==> src/rtl/button_event_decoder.sv <==
// Button event decoder: turns a debounced, clk-synchronous button level into
// one-cycle press / release / long-press / auto-repeat strobes plus a held level.
module button_event_decoder #(
    parameter int LONG_TICKS   = 50_000_000,
    parameter int REPEAT_TICKS = 10_000_000
) (
    input  logic       clk,
    input  logic       rst_a_p,
    input  logic       btn_in,
    input  logic       enable,
    output logic       press_pulse,
    output logic       release_pulse,
    output logic       long_pulse,
    output logic       repeat_pulse,
    output logic       held,
    output logic [1:0] state_out
);

    localparam int MAX_TICKS = (LONG_TICKS > REPEAT_TICKS) ? LONG_TICKS : REPEAT_TICKS;
    localparam int CW        = $clog2(MAX_TICKS + 1);

    localparam logic [CW-1:0] LONG_LAST   = CW'(LONG_TICKS - 1);
    localparam logic [CW-1:0] REPEAT_LAST = (REPEAT_TICKS > 0) ? CW'(REPEAT_TICKS - 1) : '0;

    typedef enum logic [1:0] {
        S_IDLE    = 2'b00,
        S_PRESSED = 2'b01,
        S_REPEAT  = 2'b10
    } state_e;

    state_e        state_q, state_d;
    logic [CW-1:0] cnt_q, cnt_d;
    logic          btn_q;
    logic          btn_valid_q;
    logic          press_q, press_d;
    logic          release_q, release_d;
    logic          long_q, long_d;
    logic          repeat_q, repeat_d;
    logic          held_q, held_d;

    logic rise;
    logic fall;

    // btn_valid_q blocks a level that is already high out of reset from
    // looking like a rise: a fresh press is needed after reset.
    assign rise = btn_in & ~btn_q & btn_valid_q;
    assign fall = ~btn_in & btn_q;

    // NOTE: every output of this block gets a default first, so no path leaves
    // a variable unassigned and no latch is inferred.
    always_comb begin
        state_d   = state_q;
        cnt_d     = cnt_q;
        press_d   = 1'b0;
        release_d = 1'b0;
        long_d    = 1'b0;
        repeat_d  = 1'b0;

        if (!enable) begin
            state_d = S_IDLE;
            cnt_d   = '0;
        end else begin
            unique case (state_q)
                S_IDLE: begin
                    if (rise) begin
                        press_d = 1'b1;
                        state_d = S_PRESSED;
                        cnt_d   = '0;
                    end
                end
                S_PRESSED: begin
                    if (fall) begin
                        release_d = 1'b1;
                        state_d   = S_IDLE;
                        cnt_d     = '0;
                    end else if (cnt_q == LONG_LAST) begin
                        long_d  = 1'b1;
                        state_d = S_REPEAT;
                        cnt_d   = '0;
                    end else begin
                        cnt_d = cnt_q + CW'(1);
                    end
                end
                S_REPEAT: begin
                    if (fall) begin
                        release_d = 1'b1;
                        state_d   = S_IDLE;
                        cnt_d     = '0;
                    end else if (REPEAT_TICKS != 0) begin
                        if (cnt_q == REPEAT_LAST) begin
                            repeat_d = 1'b1;
                            cnt_d    = '0;
                        end else begin
                            cnt_d = cnt_q + CW'(1);
                        end
                    end else begin
                        cnt_d = '0;
                    end
                end
                default: begin
                    state_d = S_IDLE;
                    cnt_d   = '0;
                end
            endcase
        end

        held_d = (state_d != S_IDLE);
    end

    // NOTE: sequential state uses non-blocking assignments so every register
    // samples the values from before the edge, independent of statement order.
    always_ff @(posedge clk or posedge rst_a_p) begin
        if (rst_a_p) begin
            state_q     <= S_IDLE;
            cnt_q       <= '0;
            btn_q       <= 1'b0;
            btn_valid_q <= 1'b0;
            press_q     <= 1'b0;
            release_q   <= 1'b0;
            long_q      <= 1'b0;
            repeat_q    <= 1'b0;
            held_q      <= 1'b0;
        end else begin
            state_q     <= state_d;
            cnt_q       <= cnt_d;
            btn_q       <= btn_in;
            btn_valid_q <= 1'b1;
            press_q     <= press_d;
            release_q   <= release_d;
            long_q      <= long_d;
            repeat_q    <= repeat_d;
            held_q      <= held_d;
        end
    end

    assign press_pulse   = press_q;
    assign release_pulse = release_q;
    assign long_pulse    = long_q;
    assign repeat_pulse  = repeat_q;
    assign held          = held_q;
    assign state_out     = state_q;

endmodule

==> config.mk <==
export PLATFORM = sky130hd
export DESIGN_NAME = button_event_decoder
export DESIGN_NICKNAME = d
export VERILOG_FILES = /design/src/rtl/button_event_decoder.sv
export SDC_FILE = /design/constraint.sdc
export NUM_CORES = 1
export LEC_CHECK = 0
export CAP_MARGIN = 20
export CORE_MARGIN = 2
export CORE_UTILIZATION = 43
export CTS_BUF_LIST = sky130_fd_sc_hd__clkbuf_16
export CTS_CLUSTER_DIAMETER = 150
export DETAILED_ROUTE_END_ITERATION = 8
export PLACE_DENSITY_LB_ADDON = 0.05
export SLEW_MARGIN = 30
export SYNTH_ARGS = -nofsm -noshare
export SYNTH_HDL_FRONTEND = slang
export SYNTH_SLANG_ARGS = --single-unit
==> constraint.sdc <==
create_clock -name clk -period 1.95 [get_ports clk]
set_input_delay 0.39 -clock clk [delete_from_list [all_inputs] [get_ports clk]]
set_output_delay 0.39 -clock clk [all_outputs]
set_load 0.02 [all_outputs]
==> Yosys cells after proc, flatten, opt, wreduce, memory -nomap -nowiden <==
Index checks and enable logic that the tools add are counted.
{ "totals": {"register_bits": 35, "latchBits": 0, "mem_bits_rw": 0, "rom_bits": 0, "inputBits": 4, "out_inout_bits": 7, "elab_cells": 50, "memories": 0} }
{ "classes": {"n_addsub": 1, "mul": 0, "div": 0, "order_cmp": 0, "n_eq_ne": 5, "shifts": 0, "n_mux": 27, "n_bitwise": 5, "n_reduce_logical": 3} }
{ "ops": {"columns": ["op", "n"], "rows": [
  ["$mux W26", 6],
  ["$pmux W26 S3", 1],
  ["$add A26 B1 Y26 const B", 1],
  ["$eq A26 B24 Y1 const B", 1],
  ["$eq A26 B26 Y1 const B", 1],
  ["$mux W1", 14],
  ["$mux W2", 5],
  ["$pmux W2 S3", 1],
  ["$and A1 B1 Y1", 3],
  ["$ne A3 B3 Y1 const B", 1],
  ["$eq A2 B1 Y1 const B", 1],
  ["$eq A2 B2 Y1 const B", 1],
  ["$logic_not A2 Y1", 1],
  ["$not A1 Y1", 2],
  ["$reduce_bool A2 Y1", 1],
  ["$reduce_or A2 Y1", 1]
]} }

==> Depth between registers and ports, before layout <==
{ "depth": {"depth_word": 7, "depth_mapped": 9, "depth_no_buf": 8} }

==> Least setup slack after synthesis <==
No wires, ideal clock.
{ "synth_path": {"path_kind": "reg-to-reg", "from": "register state_q[1] (netlist: state_out[1])", "to": "register cnt_q[25]", "setup_time_ns": 0.083, "t_arrival_ns": 1.880, "t_required_ns": 1.867, "slack_ns": -0.013, "path_stages_with_launch": 9, "path_buffers": 0, "synth_period_minus_slack_ns": 1.963, "path_cell_list": "dfrtp_1 -> inv_1 -> ha_1 -> inv_1 -> a21oi_1 -> nand3_1 -> a21o_2 -> or4_1 -> o21ai_0"} }
{ "synth_via": {"elab_chain_cells": 3, "word_cells_on_any_way": 6, "cone_classes": "eq/ne: 3; mux: 2; reduce/logical: 1"} }
{ "synth_lines": {"columns": ["element", "line_no", "text"], "rows": [
  ["start, declared", "31", "state_e state_q, state_d;"],
  ["start signal, assigned", "124", "state_q <= state_d;"],
  ["$eq A2 B2 Y1 (tied with other cells)", "63", "unique case (state_q)"],
  ["$pmux W26 S3", "63", null],
  ["$mux W26", "59", "if (!enable) begin"],
  ["end signal, assigned", "125", "cnt_q <= cnt_d;"],
  ["end, declared", "32", "logic [CW-1:0] cnt_q, cnt_d;"]
]} }
Several ways; a longest one is shown, not always the timed one.
A chain may end at the register's enable or synchronous reset.

==> Worst setup path in the final report <==
{ "layout_path": {"from": "register cnt_q[18]", "to": "register cnt_q[21]"} }
{ "layout_via": {"elab_chain_cells": 5, "word_cells_on_any_way": 9, "cone_classes": "add/sub: 1; eq/ne: 2; mux: 6"} }
{ "layout_lines": {"columns": ["element", "line_no"], "rows": [
  ["$add A26 B1 Y26 (tied with other cells)", "81, 94"],
  ["$mux W26, on equally long branches", "90, 76"],
  ["$mux W26, on equally long branches", "85, 72"],
  ["$pmux W26 S3 (*)", "63"],
  ["$mux W26 (*)", "59"]
]} }
Every way passes the cells marked *; elsewhere a longest branch is shown, timed or not.

==> metrics.md <==
| Metric | Value |
|---|---|
| Final Util | `64.1%` |
| HP Class | `input pin to asynchronous set/reset pin` |
| Failing checks | `negative setup slack` |
| Post-synthesis register bit count | `35` |
| Final ANT Viol Nets | `0` |
| Post-synth top flop | `dfrtp_1` |
| Worst-path maximum fanout | `4` |
| DR pass1 iterations | `5` |
| Setup violations, final | `13` |
| P_leak | `approximately 1.3 nW` |
| Fin crit period | `a little over 2000 ps` |
| Fraction of registers with async set/reset | `between 90% and 100%` |
| RSZ-0062 raised after global routing | `yes` |
| Hold Vio Cnt, Final | `0` |
| Cell Area, Synth | `2000 µm²` |
| Post-Layout Cell Count | `331` |
| Area leader, netlist | `dfrtp_1` |
| CTS H-tree lvls | `2` |
| Clock Latency Late Sink | `~280 ps` |
| Mapped Cells | `between 200 and 250` |
| Worst EP arrival | `roughly 2200 ps` |
| Die area | `5210 µm²` |
| Initial antenna violation count | `0` |
| Vias per inst | `slightly below 6` |
| Max-slew violations | `0` |
| Area contributors post-synth | `dfrtp_1, nand2_1, a22o_1` |
| Post-Route WL | `between 5000 and 6000 µm` |
| Vias in the first global route | `1805` |
| GP Congestion | `0.835` |
| Tot GR Track Use | `a little under a quarter` |
| Crit share post-route | `105%` |
| Via count | `about 1900` |
| Synth top area share | `between 40% and 50%` |
| CTS buffer count | `5` |
| EDFF count, synth | `0` |
| Setup TNS | `-967 ps` |
| Clock Sinks | `35` |
| Setup ws final | `-105 ps` |
| Crit path capture type | `flop` |
| Max reg flops | `26` |
| Status | `complete, but fails checks` |
| Hpwl dp | `approximately 3900 µm` |
| Pin count of the biggest net entering global routing | `36` |
| Syn avg cell area | `about 9 µm²` |
| Root Buffer | `clkbuf_16` |
| CTS tree | `built` |
| Net count after synthesis | `228` |
| Row Count | `24` |
| Width of the chip | `72.2 µm` |
| Filler cells | `roughly 360` |
| Biggest register | `cnt_q` |
| Layout cells sized above 1 | `33.7%` |
| 1st-iter DRT viols | `between 150 and 200` |
| Placed cell count | `313` |
| Die Ht | `slightly above 70 µm` |
| Post-synth cell types | `42` |
| Final Power | `0.00160 W` |
| Worst-path clk slew | `50 ps` |
| Initial Utilization | `between 40% and 50%` |
| Final Net Count | `about 290` |
| Worst-case clock buffer depth | `2` |
| Startpoint types | `flop` |
| Global route total overflow | `0` |
| Post-CTS Hold Fix Bufs | `0` |
| Synthesis-to-layout area growth | `41.3%` |
| Clk_skew | `4.16 ps` |
| Antenna cells | `0` |
| Required time of the critical path | `~2100 ps` |
| Power density cells | `about 560 nW/µm²` |
| Drt drc | `0` |
| R2R cell count | `7` |
| WL/cell | `approximately 18 µm` |
| Port bufs | `10` |
| Core area | `roughly 4400 µm²` |
| YS warnings | `0` |
| Register area share after synthesis | `between 40 and 50%` |
| WS Path Type | `flop to flop` |
| Top Ports | `11` |
| Max-cap violations | `0` |
| Max frequency | `487 MHz` |
| Wire length of the first global-routing pass | `~9000 µm` |
| VDD IR max | `506 µV` |
-- cell usage in the layout (no fill, tap or decap), types with 3 or more instances in the layout --
cell             count
buf_4               38
dfrtp_1             33
nand2_1             26
nor2_1              17
a22o_1              10
clkdlybuf4s50_1     10
o21ai_0              9
nand4_1              8
nand3_2              8
buf_6                8
inv_1                7
nor3_1               7
and3_1               7
nor2b_1              6
o21ai_2              6
nand3_1              5
and2_1               5
o21ai_1              5
clkbuf_16            5
a21oi_2              4
o311ai_2             4
a21o_1               3
mux2i_1              3
ha_1                 3
-- synth_stat cells (2+ instances only) --
cell type / count
o31ai_1: 2
a21oi_1: 4
nand2_1: 27
and4_1: 2
or3_1: 2
o21ai_2: 2
o311ai_0: 5
a31oi_1: 3
nand2b_1: 2
and2_1: 6
nor2b_1: 6
buf_6: 3
a21o_1: 3
o21ai_0: 14
dfrtp_1: 35
and3_1: 7
nor3_1: 8
mux2i_1: 3
nand3_1: 13
a22o_1: 10
inv_1: 8
o21ai_1: 4
nand4_1: 8
nor2_1: 18
ha_1: 5
clkbuf_1: 3
-- metrics by stage --
step / setup WS (ps) / cell area (µm²) / hold WS [ps]
global route: -143 / 2830 / 573
floorplan: 13.6 / 2000 / 421
detailed placement: -303 / 2420 / 528
CTS: -64.4 / 2630 / 538
finish: -105 / 2830 / 533
global placement: -166 / 2420 / 510
-- critical path, stage by stage, from the launching register on --
cell     delay [ps]
dfrtp_1         370
or4b_4          550
nor4_4          270
buf_4           180
a21o_4          150
nor2_4           60
buf_6           120
a32o_1          230
-- logic make-up after synthesis --
family,after synthesis,share of synthesized area (%)
and+or+nand+nor,108,29.1
AOI/OAI and AO/OA,53,18.5
DFF,35,43.8
buffers and inverters,14,3.75
adders and majority gates,5,3.13
muxes,3,1.50
other,1,0.187
-- routing by layer --
| metal | global-route usage, % | part of all wire [%] |
|---|---|---|
| met4 | 9.01 | 2.6 |
| met2 | 35.5 | 50 |
| met5 | 0 | 0 |
| met3 | 4.58 | 4.7 |
| met1 | 31.0 | 43 |
-- worst paths after layout --
| check | startpoint | to | slack, ps |
|---|---|---|---|
| max in group asynchronous | rst_a_p | state_out[1] | 1070 |
| max | cnt_q[18] | cnt_q[21] | -100 |
| max reg2reg | cnt_q[18] | cnt_q[21] | -100 |
| min in group clk | cnt_q[4] | cnt_q[4] | 550 |
| min | rst_a_p | cnt_q[16] | 530 |
| min reg2reg | cnt_q[4] | cnt_q[4] | 550 |
-- cell type report --
| class | count | area, µm² | share of cell area, % |
|---|---|---|---|
| clock buffers | 5 | 125 | 4.42 |
| clock inverters | 3 | 11.3 | 0.398 |
| inverters | 8 | 30.0 | 1.06 |
| multi-input cells | 170 | 1210 | 42.7 |
| flip-flops and latches | 35 | 878 | 31.1 |
| well taps | 52 | 65.1 | 2.30 |
| repair buffers | 58 | 510 | 18.1 |
-- where the power goes --
group,switching (W),internal (W)
logic,0.0000720,0.0000514
registers,0.00000320,0.000732
clock network,0.000278,0.000459
-- repair_timing --
| action | 4_1_cts | 5_1_grt |
|---|---|---|
| cloned | 0 | 1 |
| buffers inserted | 5 | 4 |
| gates resized for setup | 14 | 43 |
| pin swaps | 10 | 19 |
| hold endpoints to repair | 0 | 0 |
| endpoints found under the setup margin | 22 | 27 |
Note: power is estimated with default switching activity, not from simulation.
